===== src/rtl/msdap_pkg.sv =====
// Shared types and constants for the MSDAP output capture path.
package msdap_pkg;

    localparam int MSDAP_OUT_W = 40;

    typedef enum logic {COL_IDLE, COL_SHIFT} col_state_t;

    typedef struct packed {
        logic [39:0] l;
        logic [39:0] r;
    } out_pair_t;

endpackage


===== src/rtl/sync_fifo.sv =====
// Small synchronous FIFO; the head is read straight from storage and forced to 0 when empty.
module sync_fifo
    import msdap_pkg::*;
#(
    parameter int W     = 2 * MSDAP_OUT_W,
    parameter int DEPTH = 4,
    localparam int AW   = $clog2(DEPTH),
    localparam int CW   = $clog2(DEPTH + 1)
) (
    input  logic          clk,
    input  logic          rst_n,
    input  logic          flush,
    input  logic          push,
    input  logic [W-1:0]  din,
    input  logic          pop,
    output logic [W-1:0]  dout,
    output logic          full,
    output logic          empty,
    output logic [CW-1:0] count
);

    localparam logic [CW-1:0] FULL_CNT = CW'(DEPTH);

    logic [W-1:0]  mem [DEPTH];
    logic [AW-1:0] wr_ptr;
    logic [AW-1:0] rd_ptr;
    logic          push_ok;
    logic          pop_ok;

    assign full    = (count == FULL_CNT);
    assign empty   = (count == '0);
    assign pop_ok  = pop && !empty;
    // A pop in the same cycle frees the slot, so a full FIFO still takes the push.
    assign push_ok = push && (!full || pop_ok);
    assign dout    = empty ? '0 : mem[rd_ptr];

    always_ff @(posedge clk) begin
        if (!rst_n || flush) begin
            wr_ptr <= '0;
            rd_ptr <= '0;
            count  <= '0;
        end else begin
            if (push_ok) wr_ptr <= wr_ptr + 1'b1;
            if (pop_ok)  rd_ptr <= rd_ptr + 1'b1;
            case ({push_ok, pop_ok})
                2'b10:   count <= count + 1'b1;
                2'b01:   count <= count - 1'b1;
                default: ;
            endcase
        end
    end

    always_ff @(posedge clk) begin
        if (rst_n && !flush && push_ok) mem[wr_ptr] <= din;
    end

endmodule


===== src/rtl/msdap_output_collector.sv =====
// Deserialises the MSDAP OutputL/OutputR streams framed by OutReady into a
// FIFO of left/right word pairs, with overflow / truncation reporting.
module msdap_output_collector
    import msdap_pkg::*;
#(
    parameter int WORD_W = MSDAP_OUT_W,
    parameter int DEPTH  = 4,
    parameter int CNT_W  = 8
) (
    input  logic                         SCLK,
    input  logic                         Reset_n,
    input  logic                         flush,
    input  logic                         OutReady,
    input  logic                         OutputL,
    input  logic                         OutputR,
    output logic                         out_valid,
    input  logic                         out_ready,
    output logic [WORD_W-1:0]            out_data_l,
    output logic [WORD_W-1:0]            out_data_r,
    output logic [$clog2(DEPTH+1)-1:0]   fill_level,
    output logic                         overflow,
    output logic                         short_word,
    output logic [CNT_W-1:0]             dropped_count
);

    localparam logic [5:0] LAST_BIT = 6'(WORD_W - 1);

    col_state_t              state;
    logic [5:0]              bit_cnt;
    logic [WORD_W-2:0]       shift_l;
    logic [WORD_W-2:0]       shift_r;
    logic                    word_done;
    logic                    short_evt;
    logic                    pop;
    logic                    push_blocked;
    logic                    full;
    logic                    empty;
    logic [2*WORD_W-1:0]     fifo_din;
    logic [2*WORD_W-1:0]     fifo_dout;

    // The final bit goes straight into the FIFO word, not through the shifter.
    assign word_done    = (state == COL_SHIFT) && OutReady && (bit_cnt == LAST_BIT);
    assign short_evt    = (state == COL_SHIFT) && !OutReady;
    assign pop          = out_valid && out_ready;
    assign push_blocked = word_done && full && !pop;
    assign fifo_din     = {shift_l, OutputL, shift_r, OutputR};
    assign out_valid    = !empty;
    assign {out_data_l, out_data_r} = fifo_dout;

    always_ff @(posedge SCLK) begin
        if (!Reset_n || flush) begin
            state         <= COL_IDLE;
            bit_cnt       <= '0;
            shift_l       <= '0;
            shift_r       <= '0;
            overflow      <= 1'b0;
            short_word    <= 1'b0;
            dropped_count <= '0;
        end else begin
            case (state)
                COL_IDLE: begin
                    if (OutReady) begin
                        shift_l <= {{(WORD_W-2){1'b0}}, OutputL};
                        shift_r <= {{(WORD_W-2){1'b0}}, OutputR};
                        bit_cnt <= 6'd1;
                        state   <= COL_SHIFT;
                    end
                end
                COL_SHIFT: begin
                    if (!OutReady) begin
                        shift_l    <= '0;
                        shift_r    <= '0;
                        bit_cnt    <= '0;
                        short_word <= 1'b1;
                        state      <= COL_IDLE;
                    end else if (bit_cnt == LAST_BIT) begin
                        bit_cnt <= '0;
                        state   <= COL_IDLE;
                    end else begin
                        shift_l <= {shift_l[WORD_W-3:0], OutputL};
                        shift_r <= {shift_r[WORD_W-3:0], OutputR};
                        bit_cnt <= bit_cnt + 1'b1;
                    end
                end
                default: state <= COL_IDLE;
            endcase

            if (push_blocked) overflow <= 1'b1;
            if ((short_evt || push_blocked) && (dropped_count != '1))
                dropped_count <= dropped_count + 1'b1;
        end
    end

    sync_fifo #(
        .W     (2 * WORD_W),
        .DEPTH (DEPTH)
    ) u_fifo (
        .clk   (SCLK),
        .rst_n (Reset_n),
        .flush (flush),
        .push  (word_done),
        .din   (fifo_din),
        .pop   (pop),
        .dout  (fifo_dout),
        .full  (full),
        .empty (empty),
        .count (fill_level)
    );

endmodule


===== config.mk =====
export PLATFORM = sky130hd
export DESIGN_NAME = msdap_output_collector
export DESIGN_NICKNAME = d
export VERILOG_FILES = /design/src/rtl/msdap_pkg.sv /design/src/rtl/sync_fifo.sv /design/src/rtl/msdap_output_collector.sv
export SDC_FILE = /design/constraint.sdc
export NUM_CORES = 1
export LEC_CHECK = 0
export BUFFER_PORTS_ARGS = -buffer_cell sky130_fd_sc_hd__buf_2
export CAP_MARGIN = 10
export CORE_UTILIZATION = 39
export CTS_CLUSTER_SIZE = 40
export DETAILED_ROUTE_END_ITERATION = 8
export PLACE_DENSITY_LB_ADDON = 0.12
export SYNTH_ARGS = -nofsm -noshare
export SYNTH_HDL_FRONTEND = slang
export SYNTH_HIERARCHICAL = 1
export SYNTH_SLANG_ARGS = --single-unit

===== constraint.sdc =====
create_clock -name SCLK -period 4.9 [get_ports SCLK]
set_input_delay 0.245 -clock SCLK [delete_from_list [all_inputs] [get_ports SCLK]]
set_output_delay 0.245 -clock SCLK [all_outputs]
set_load 0.01 [all_outputs]

# After elaboration in Yosys (flattened, before gate mapping)
# Memory sizes are Yosys's and may differ from the RTL's. A register that Yosys moved wholly into a read port is not among the register bits.
# Cells that the tools add are included.
[totals]
register_bits = 102
mem_bits_rw = 320
word_cells = 72
n_memories = 1
[op_classes]
n_addsub = 6
n_eq_ne = 7
muxes = 22
bitwise = 2
n_reduce_logical = 24
[memory_table]
columns = ["name", "words", "width", "read_ports", "rd_clocked_by_memory_dff", "write_ports", "line_no", "rtl"]
rows = [
  ["u_fifo.mem", 4, 80, 1, 1, 1, "sync_fifo.sv:24", "logic [W-1:0] mem [DEPTH];"],
]
[ops]
columns = ["cell", "count"]
rows = [
  ["2-to-1 mux 39 bit", 6],
  ["one-hot mux 39 bit (2 select lines)", 2],
  ["2-to-1 mux 80 bit", 1],
  ["2-to-1 mux 6 bit", 3],
  ["one-hot mux 6 bit (2 select lines)", 1],
  ["logical AND 1 bit", 11],
  ["adder 8 x 1 -> 8 bit, second input constant", 1],
  ["!= test 8 bit, second input constant", 1],
  ["adder 6 x 1 -> 6 bit, second input constant", 1],
  ["equality test 6 bit, second input constant", 1],
  ["zero test 1 bit", 6],
  ["one-hot mux 3 bit (2 select lines)", 1],
  ["2-to-1 mux 1 bit", 5],
  ["adder 2 x 1 -> 2 bit, second input constant", 2],
  ["2-to-1 mux 2 bit", 2],
  ["AND reduction 2 bit", 2],
  ["adder 3 x 1 -> 3 bit, second input constant", 1],
  ["equality test 3 bit, second input constant", 1],
  ["zero test 3 bit", 1],
  ["logical OR 1 bit", 3],
  ["!= test 3 bit, second input constant", 1],
  ["subtractor 3 x 1 -> 3 bit, second input constant", 1],
  ["equality test 2 x 1 -> 1 bit, second input constant", 1],
  ["equality test 2 bit, second input constant", 1],
  ["other kinds (4)", 5],
]

# Longest topological paths before layout
# Gate-level depths: netlist of the first run.
[logic_depth]
depth_word = 9
ltp_mapped = 11
depth_no_buf = 9

# Cells and area by module
# The synthesis of the first run kept the hierarchy.
[by_module_without_submodules]
columns = ["module", "instances", "cells_per_inst", "area_per_inst_um2", "seq_area_each_um2"]
rows = [
  ["sync_fifo", 1, 574, 12679.7, 9789.4],
  ["msdap_output_collector", 1, 368, 3358.2, 1901.8],
]

# Worst setup path before layout of the first run
# No wires, ideal clock.
[synth_path]
path_type = "register to register"
startpoint = "register bit_cnt[0]"
endpoint = "memory u_fifo/mem[0][0] in the netlist's numbering (enable)"
setup_ns = 0.447
arrival_time_ns = 3.492
required_time_ns = 4.453
path_slack_ns = 0.961
path_stages_with_launch = 8
period_less_slack_ns = 3.939
path_cell_list = "dfxtp_1 ha_1 nand2_1 nor4_4 buf_2 inv_1 nor3_1 and2_1"
[synth_via]
elab_chain_len = 6
[synth_lines]
columns = ["element", "line_no", "rtl"]
rows = [
  ["from (decl)", "msdap_output_collector.sv:29", "logic [5:0] bit_cnt;"],
  ["from (signal assigned)", "msdap_output_collector.sv:82", "bit_cnt <= bit_cnt + 1'b1;"],
  ["equality test 6 bit", "msdap_output_collector.sv:42", "assign word_done = (state == COL_SHIFT) && OutReady && (bit_cnt == LAST_BIT);"],
  ["logical AND 1 bit", "msdap_output_collector.sv:42", ""],
  ["via word_done", "msdap_output_collector.sv:32", "logic word_done;"],
  ["logical AND 1 bit", "sync_fifo.sv:34", "assign push_ok = push && (!full || pop_ok);"],
  ["logical AND 1 bit", "sync_fifo.sv:54", "if (rst_n && !flush && push_ok) mem[wr_ptr] <= din;"],
  ["2-to-1 mux 1 bit", "sync_fifo.sv:54", ""],
  ["2-to-1 mux 1 bit (not written as such)", "sync_fifo.sv:54", ""],
  ["to (decl)", "sync_fifo.sv:24", ""],
]
# The timed path passes the listed nets, and every way through them passes these cells.

# Worst setup path in the final report of the first run
[layout_path]
startpoint = "register bit_cnt[0]"
endpoint = "memory u_fifo/mem[3][11] in the netlist's numbering (enable)"
# The elaborated chain is that of the path after synthesis.

==> results.py, run 1 <==
metrics = {
    "yosys": {
        "synth_area_um2": 16000,
        "synth_edf_count": 320,
        "async_flop_share_pct": 0,
        "synth_cell_types": 53,
        "netlist_top_cells_area": "edfxtp_1 (60%), dfxtp_1 (13%), mux4_2 (11%)",
        "yosys.area.top_type": "edfxtp_1",
        "synthFlopType": "edfxtp_1",
        "syn_nets": 956,
        "yosysWarnings": 6,
        "synth_top_area_share_pct": 59.9,
        "ys_ff_latch": 424,
        "synth.avg_cell_area_um2": 17.0,
        "syn_inst": 942,
        "seq_area_frac_synth_pct": 72.9,
    },
    "grt": {
        "grt_usage_pct": 15.1,
        "overflow": 0,
        "antenna_found_initial": 2,
        "grt_pass1_vias": 8374,
        "grt_pass1_wl_mm": 48.6,
        "grt_start_max_net_pins": 79,
    },
    "drt": {
        "via_per_inst": 5.19,
        "drt_iter0_drc": 478,
        "wire_per_inst_um": 19.5,
        "ant_nets": 0,
        "routed_wirelength_mm": 31.3,
        "remaining_drc_errors": 0,
        "vias": 8325,
        "dr.pass1.iters": 4,
    },
    "critical_path": {
        "reg2reg_depth": 7,
        "crit_required_ns": 5.12,
        "slowest_delay_ns": 0.74,
        "crit_start": "bit_cnt[0]$_SDFFE_PP0N_",
        "crit_fanout": 45,
        "r2r_setup_slack_ns": 1.27,
        "arrival_ns": 3.85,
        "crit_chain": "ha_1, nand2_1, nor4_4, inv_1, nor3_1, and2_4, buf_12",
        "setup.worst_path.end_class": "flip-flop",
        "cp.depth": 7,
        "cpLargestDelayFamily": "simple AND/OR/NAND/NOR gates",
        "critPathBufInv": 2,
        "critPathKind": "flip-flop to flip-flop",
        "r2r-start": "bit_cnt[0]$_SDFFE_PP0N_",
        "cp_slowest_cell": "and2_4",
        "startpoint_type": "flip-flop",
    },
    "cts": {
        "ctsResizeCount": 0,
        "cts_hold_buffers": 2,
        "cts_tree": "built",
        "cts_buffer_depth": 3,
        "clkTransAtPathRegs_ns": 0.06,
        "clk_latency_ns": 0.54,
        "htree_levels": 2,
        "post_cts_buffers": 0,
        "cts_buffers": 44,
        "clockRootBuffer": "clkbuf_16",
        "cts.sinks": 424,
    },
    "timing": {
        "setup_violations": 0,
        "min_period_over_period_pct": 74.0,
        "finalSetupTns_ns": 0,
        "finalHoldViolCount": 0,
        "fmax_ghz": 0.276,
        "rsz0062_at_grt": "no",
        "worst_slack_ns": 1.27,
        "relSlewSlack_pct": 33.2,
        "worst_slew_pin_slew_ns": 1.00,
        "fin_skew_ns": 0.0148,
        "slew_violations": 0,
        "finalCriticalPeriod_ns": 3.63,
    },
    "finish": {
        "fin_area_um2": 18500,
        "final_cell_mix": "edfxtp_1 (320), dfxtp_1 (102), buf_2 (100)",
        "syn_to_final_growth_pct": 15.6,
        "final_common_cell": "edfxtp_1",
        "nNetsFinal": 1058,
        "drive_gt1_share_pct": 24.9,
    },
    "floorplan": {
        "dieWidth_um": 205,
        "top_level_ports": 101,
        "dieArea_um2": 41900,
        "start_util_pct": 39.9,
        "num_rows": 73,
        "die_h_um": 205,
        "core_area_um2": 40200,
    },
    "pwr": {
        "power_mw": 7.16,
        "ir_drop_v": 0.000239,
        "power_density_nw_per_um2": 386,
        "leakage_nw": 6.53,
    },
    "run": {
        "maxCapViolCount": 0,
    },
    "run_status": {
        "status": "finished, final reports clean",
    },
    "worst_hold_path": {
        "min_from": "OutReady",
        "holdPathStages": 2,
        "min_path_type": "input port to flip-flop",
    },
    "place": {
        "io_buffers": 100,
        "placed_cell_area_um2": 17100,
        "dp_slack_ns": 1.28,
        "hpwlAfterDp_mm": 17.3,
        "gp_congestion": 0.685,
    },
}
[path summary, 6_finish.rpt]
check	endpoint
worst max register to register	u_fifo/mem[3][11]$_DFFE_PP_
worst min register to register	overflow$_SDFFE_PP0P_
worst max-delay path	u_fifo/mem[3][11]$_DFFE_PP_
worst min-delay path	bit_cnt[0]$_SDFFE_PP0N_
[registers in the layout, summed over array words and instances, names as in the netlist, named ones only]
name	count
bit_cnt	6
dropped_count	8
overflow	1
shift_l	39
shift_r	39
short_word	1
state	1
u_fifo/count	3
u_fifo/mem	320
u_fifo/rd_ptr	2
u_fifo/wr_ptr	2
[power breakdown]
| part | internal, mW | switching, mW | leakage (nW) |
|---|---|---|---|
| registers | 3.81 | 0.00226 | 4.38 |
| clock network | 1.97 | 1.31 | 0.693 |
| logic | 0.0115 | 0.0461 | 1.45 |
[metal layers]
metal | track usage [%] | share of wire [%]
met1 | 20.1 | 45
met2 | 25.4 | 49
met3 | 2.64 | 4.0
met4 | 4.42 | 2.0
met5 | 0 | 0
[synth_stat cells (4+ instances only)]
cell / count
edfxtp_1: 320
dfxtp_1: 104
nand2_1: 89
nor2b_1: 86
mux4_2: 80
o22ai_1: 76
clkbuf_1: 25
buf_2: 21
nor2_1: 15
a21oi_1: 12
o21ai_0: 11
buf_6: 9
inv_1: 9
nand2b_1: 7
and2_1: 6
ha_1: 6
or3_1: 6
a31oi_1: 5
mux2i_1: 4
nand3_1: 4
[logic make-up (layout without fill, tap and decap cells)]
| logic type | Yosys count | count (layout) | share of synthesized area [%] |
|---|---|---|---|
| buffers and inverters | 68 | 204 | 2.20 |
| multiplexers | 85 | 85 | 11.6 |
| XOR/XNOR | 3 | 3 | 0.164 |
| adder cells (fa/ha/maj) | 7 | 7 | 0.593 |
| other | 0 | 1 | 0 |
| AO/OA/AOI/OAI | 122 | 122 | 4.87 |
| AND/OR/NAND/NOR | 233 | 233 | 7.72 |
| flip-flops | 424 | 424 | 72.9 |
[through the flow]
| step | utilization [%] | hold slack (ns) | cells |
|---|---|---|---|
| after floorplan | - | 0.344 | 942 |
| after global placement | 42.5 | 0.477 | 1521 |
| after detailed placement | 42.5 | 0.468 | 1521 |
| after CTS | 46.1 | 0.00205 | 1603 |
| after global routing | 46.1 | 0.0431 | 1603 |
| final | 46.1 | 0.0296 | 1604 |
[final cells by class]
type	count	area [µm²]
inverter	9	33.8
tap	525	657
fill	3517	21600
multi-input combinational	450	4030
clock buffer	64	1250
clock inverter	16	193
timing repair buffer	115	681
sequential	424	11700
antenna	1	2.50
(Power assumes the default switching activity.)
==> run 2, diff against run 1 <==
Settings changed: ABC_AREA from default to 1.
Clock period 4.9 ns to 3.2 ns, I/O delays scaled along.
==> run 2 against run 1 <==
  * The run now ends with DRC left
  * Worst setup slack got worse by 0.88 ns
  * Largest power group unchanged
  * Global-route usage rose by 2.2 points
  * Sequential share of layout area fell by 1.5 points
==> results.py, run 2 <==
metrics = {
    "finish": {
        "syn_to_final_growth_pct": 15.8,
        "largest_reg_flops": 320,
        "fill_cells": 3830,
        "drive_gt1_share_pct": 13.0,
        "instances_no_fill": 2145,
        "fin_area_um2": 19000,
        "final_common_cell": "nor2_1",
        "nNetsFinal": 1590,
        "reg_top3": "u_fifo/mem (320), shift_l (39), shift_r (39)",
        "final_cell_mix": "nor2_1 (350), edfxtp_1 (320), nand2_1 (192)",
        "regMostFlops": "u_fifo/mem",
    },
    "place": {
        "hpwlAfterDp_mm": 19.9,
        "gp_congestion": 0.716,
        "dp_cells": 2059,
        "dp_slack_ns": 0.437,
        "placed_cell_area_um2": 17500,
        "io_buffers": 100,
    },
    "drt": {
        "wire_per_inst_um": 17.3,
        "vias": 10752,
        "ant_nets": 0,
        "drt_iter0_drc": 581,
        "via_per_inst": 5.01,
        "dr.pass1.iters": 9,
        "remaining_drc_errors": 3,
        "routed_wirelength_mm": 37.1,
    },
    "pwr": {
        "leakage_nw": 6.93,
        "ir_drop_v": 0.000368,
        "switching_share_pct": 19.5,
        "power_density_nw_per_um2": 573,
        "power_switching_mw": 2.11,
        "clkPwrFrac_pct": 45.3,
        "p_int_mw": 8.76,
        "seq_power_share_pct": 53.7,
        "power_frac_comb_pct": 0.9,
    },
    "floorplan": {
        "dieArea_um2": 42900,
        "num_rows": 74,
        "core_area_um2": 41100,
        "start_util_pct": 39.9,
        "dieWidth_um": 207,
        "top_level_ports": 101,
        "die_h_um": 207,
    },
    "cts": {
        "post_cts_buffers": 0,
        "htree_levels": 2,
        "clk_latency_ns": 0.55,
        "cts_hold_buffers": 3,
        "cts_buffer_depth": 3,
        "clockRootBuffer": "clkbuf_16",
        "ctsResizeCount": 0,
        "cts_buffers": 44,
        "cts.sinks": 424,
        "clkTransAtPathRegs_ns": 0.06,
        "cts_tree": "built",
    },
    "critical_path": {
        "startpoint_type": "flip-flop",
        "crit_fanout": 80,
        "crit_required_ns": 3.04,
        "crit_chain": "clkinv_2, buf_4, nor2_1, o21ai_0, a21oi_1, buf_2",
        "cp_slowest_cell": "dfxtp_4",
        "critPathKind": "flip-flop to primary output",
        "cpLargestDelayFamily": "buffers and inverters",
        "arrival_ns": 2.64,
        "setup.worst_path.end_class": "primary output",
        "critPathBufInv": 3,
        "slowest_delay_ns": 0.67,
        "r2r-start": "bit_cnt[0]$_SDFFE_PP0N_",
    },
    "yosys": {
        "netlist_top_cells_area": "edfxtp_1 (59%), dfxtp_1 (13%), nor2_1 (8.1%)",
        "synth_area_um2": 16400,
        "synth_cell_types": 25,
        "syn_inst": 1485,
        "synth.avg_cell_area_um2": 11.0,
        "async_flop_share_pct": 0,
        "seq_area_frac_synth_pct": 71.3,
        "syn_nets": 1499,
        "synth_most_common_cell": "nor2_1",
        "synth_top_area_share_pct": 58.6,
        "yosysWarnings": 6,
        "ys_ff_latch": 424,
        "yosys-top-cells-count": "nor2_1 (354), edfxtp_1 (320), nand2_1 (192)",
        "yosys.area.top_type": "edfxtp_1",
        "synthFlopType": "edfxtp_1",
        "synth_edf_count": 320,
    },
    "worst_hold_path": {
        "min_path_type": "input port to flip-flop",
        "min_from": "flush",
    },
    "timing": {
        "relSlewSlack_pct": 22.1,
        "finalHoldViolCount": 0,
        "min_period_over_period_pct": 87.6,
        "setup_violations": 0,
        "worst_slack_ns": 0.396,
        "rsz0062_at_grt": "no",
        "fmax_ghz": 0.357,
        "hold_ws_ns": 0.0373,
        "slew_violations": 0,
        "fin_skew_ns": 0.0141,
        "worst_slew_pin_slew_ns": 1.17,
        "finalCriticalPeriod_ns": 2.80,
    },
    "grt": {
        "overflow": 0,
        "grt_pass1_wl_mm": 58.9,
        "antenna_found_initial": 1,
        "use_met1_pct": 23.7,
        "grt_usage_pct": 17.4,
        "grt-busiest-layer": "met2",
        "grtUsageMet2_pct": 28.7,
        "met3_usage_pct": 3.06,
        "grt_pass1_vias": 10480,
        "grt_start_max_net_pins": 82,
    },
    "run_status": {
        "status": "finished, violations left",
        "violations": "DRC",
    },
    "run": {
        "maxCapViolCount": 0,
    },
}
## run 2: cell count changes after synthesis, moves of 10 or more
cell,before,now
o21ai_0,11,136
nand3_1,4,22
inv_1,9,34
clkbuf_2,0,10
nor2_1,15,354
o21ai_1,0,35
mux4_2,80,0
clkbuf_1,25,40
o22ai_1,76,0
nand2_1,89,192
a21oi_1,12,180
nor2b_1,86,0
## run 2: final timing paths
check,to,slack (ns),cells past startpoint
min reg2reg,overflow$_SDFFE_PP0P_,0.46,2
max,out_data_r[8],0.40,6
max reg2reg,u_fifo/mem[2][14]$_DFFE_PP_,0.45,8
min,u_fifo/count[2]$_SDFFE_PP0P_,0.04,5
## run 2: area by class of cell
cell class / count / area, µm² / share of cell area, %
antenna: 1 / 2.50 / 0.0132
clock buffer: 63 / 1250 / 6.60
tap: 532 / 666 / 3.51
timing repair buffer: 131 / 941 / 4.96
clock inverter: 19 / 151 / 0.797
sequential: 424 / 11700 / 61.6
inverter: 40 / 156 / 0.824
multi-input combinational: 935 / 4120 / 21.7
## run 2: per-layer routing
metal,routed length [µm],vias up
li1,-,5294
met1,17300,5206
met2,17500,211
met3,1750,41
met4,577,0
met5,0,-
## run 2: logic make-up after synthesis
logic type / Yosys count / share of synthesized area [%]
simple gates: 574 / 13.4
flops: 424 / 71.3
compound gates: 353 / 10.8
buf+inv: 126 / 3.85
fa+ha+maj: 7 / 0.580
xor+xnor: 1 / 0.0534
## run 2: metrics by stage
| stage | power, mW | TNS (ns) | utilization (%) |
|---|---|---|---|
| 2_1_floorplan | 6.02 | -229.52 | - |
| 3_3_place_gp | 6.06 | 0 | 42.7 |
| 3_5_place_dp | 6.06 | 0 | 42.7 |
| 4_1_cts | 11.0 | 0 | 46.2 |
| 5_1_grt | 11.2 | 0 | 46.2 |
| 6_report | 10.9 | 0 | 46.2 |
## run 2: worst min-delay path, stage by stage
cell,delay [ns]
buf_2,0.09
nor2_1,0.04
buf_4,0.15
nand2_1,0.06
nor2_1,0.03
## run 2: power groups by stage
stage               Clock, mW  Combinational (mW)  Sequential [mW]
floorplan                   0              0.0613             5.96
finish                   4.93               0.102             5.84
global route             5.27               0.112             5.84
global placement            0               0.101             5.96
detailed placement          0               0.101             5.96
CTS                      5.05               0.105             5.84
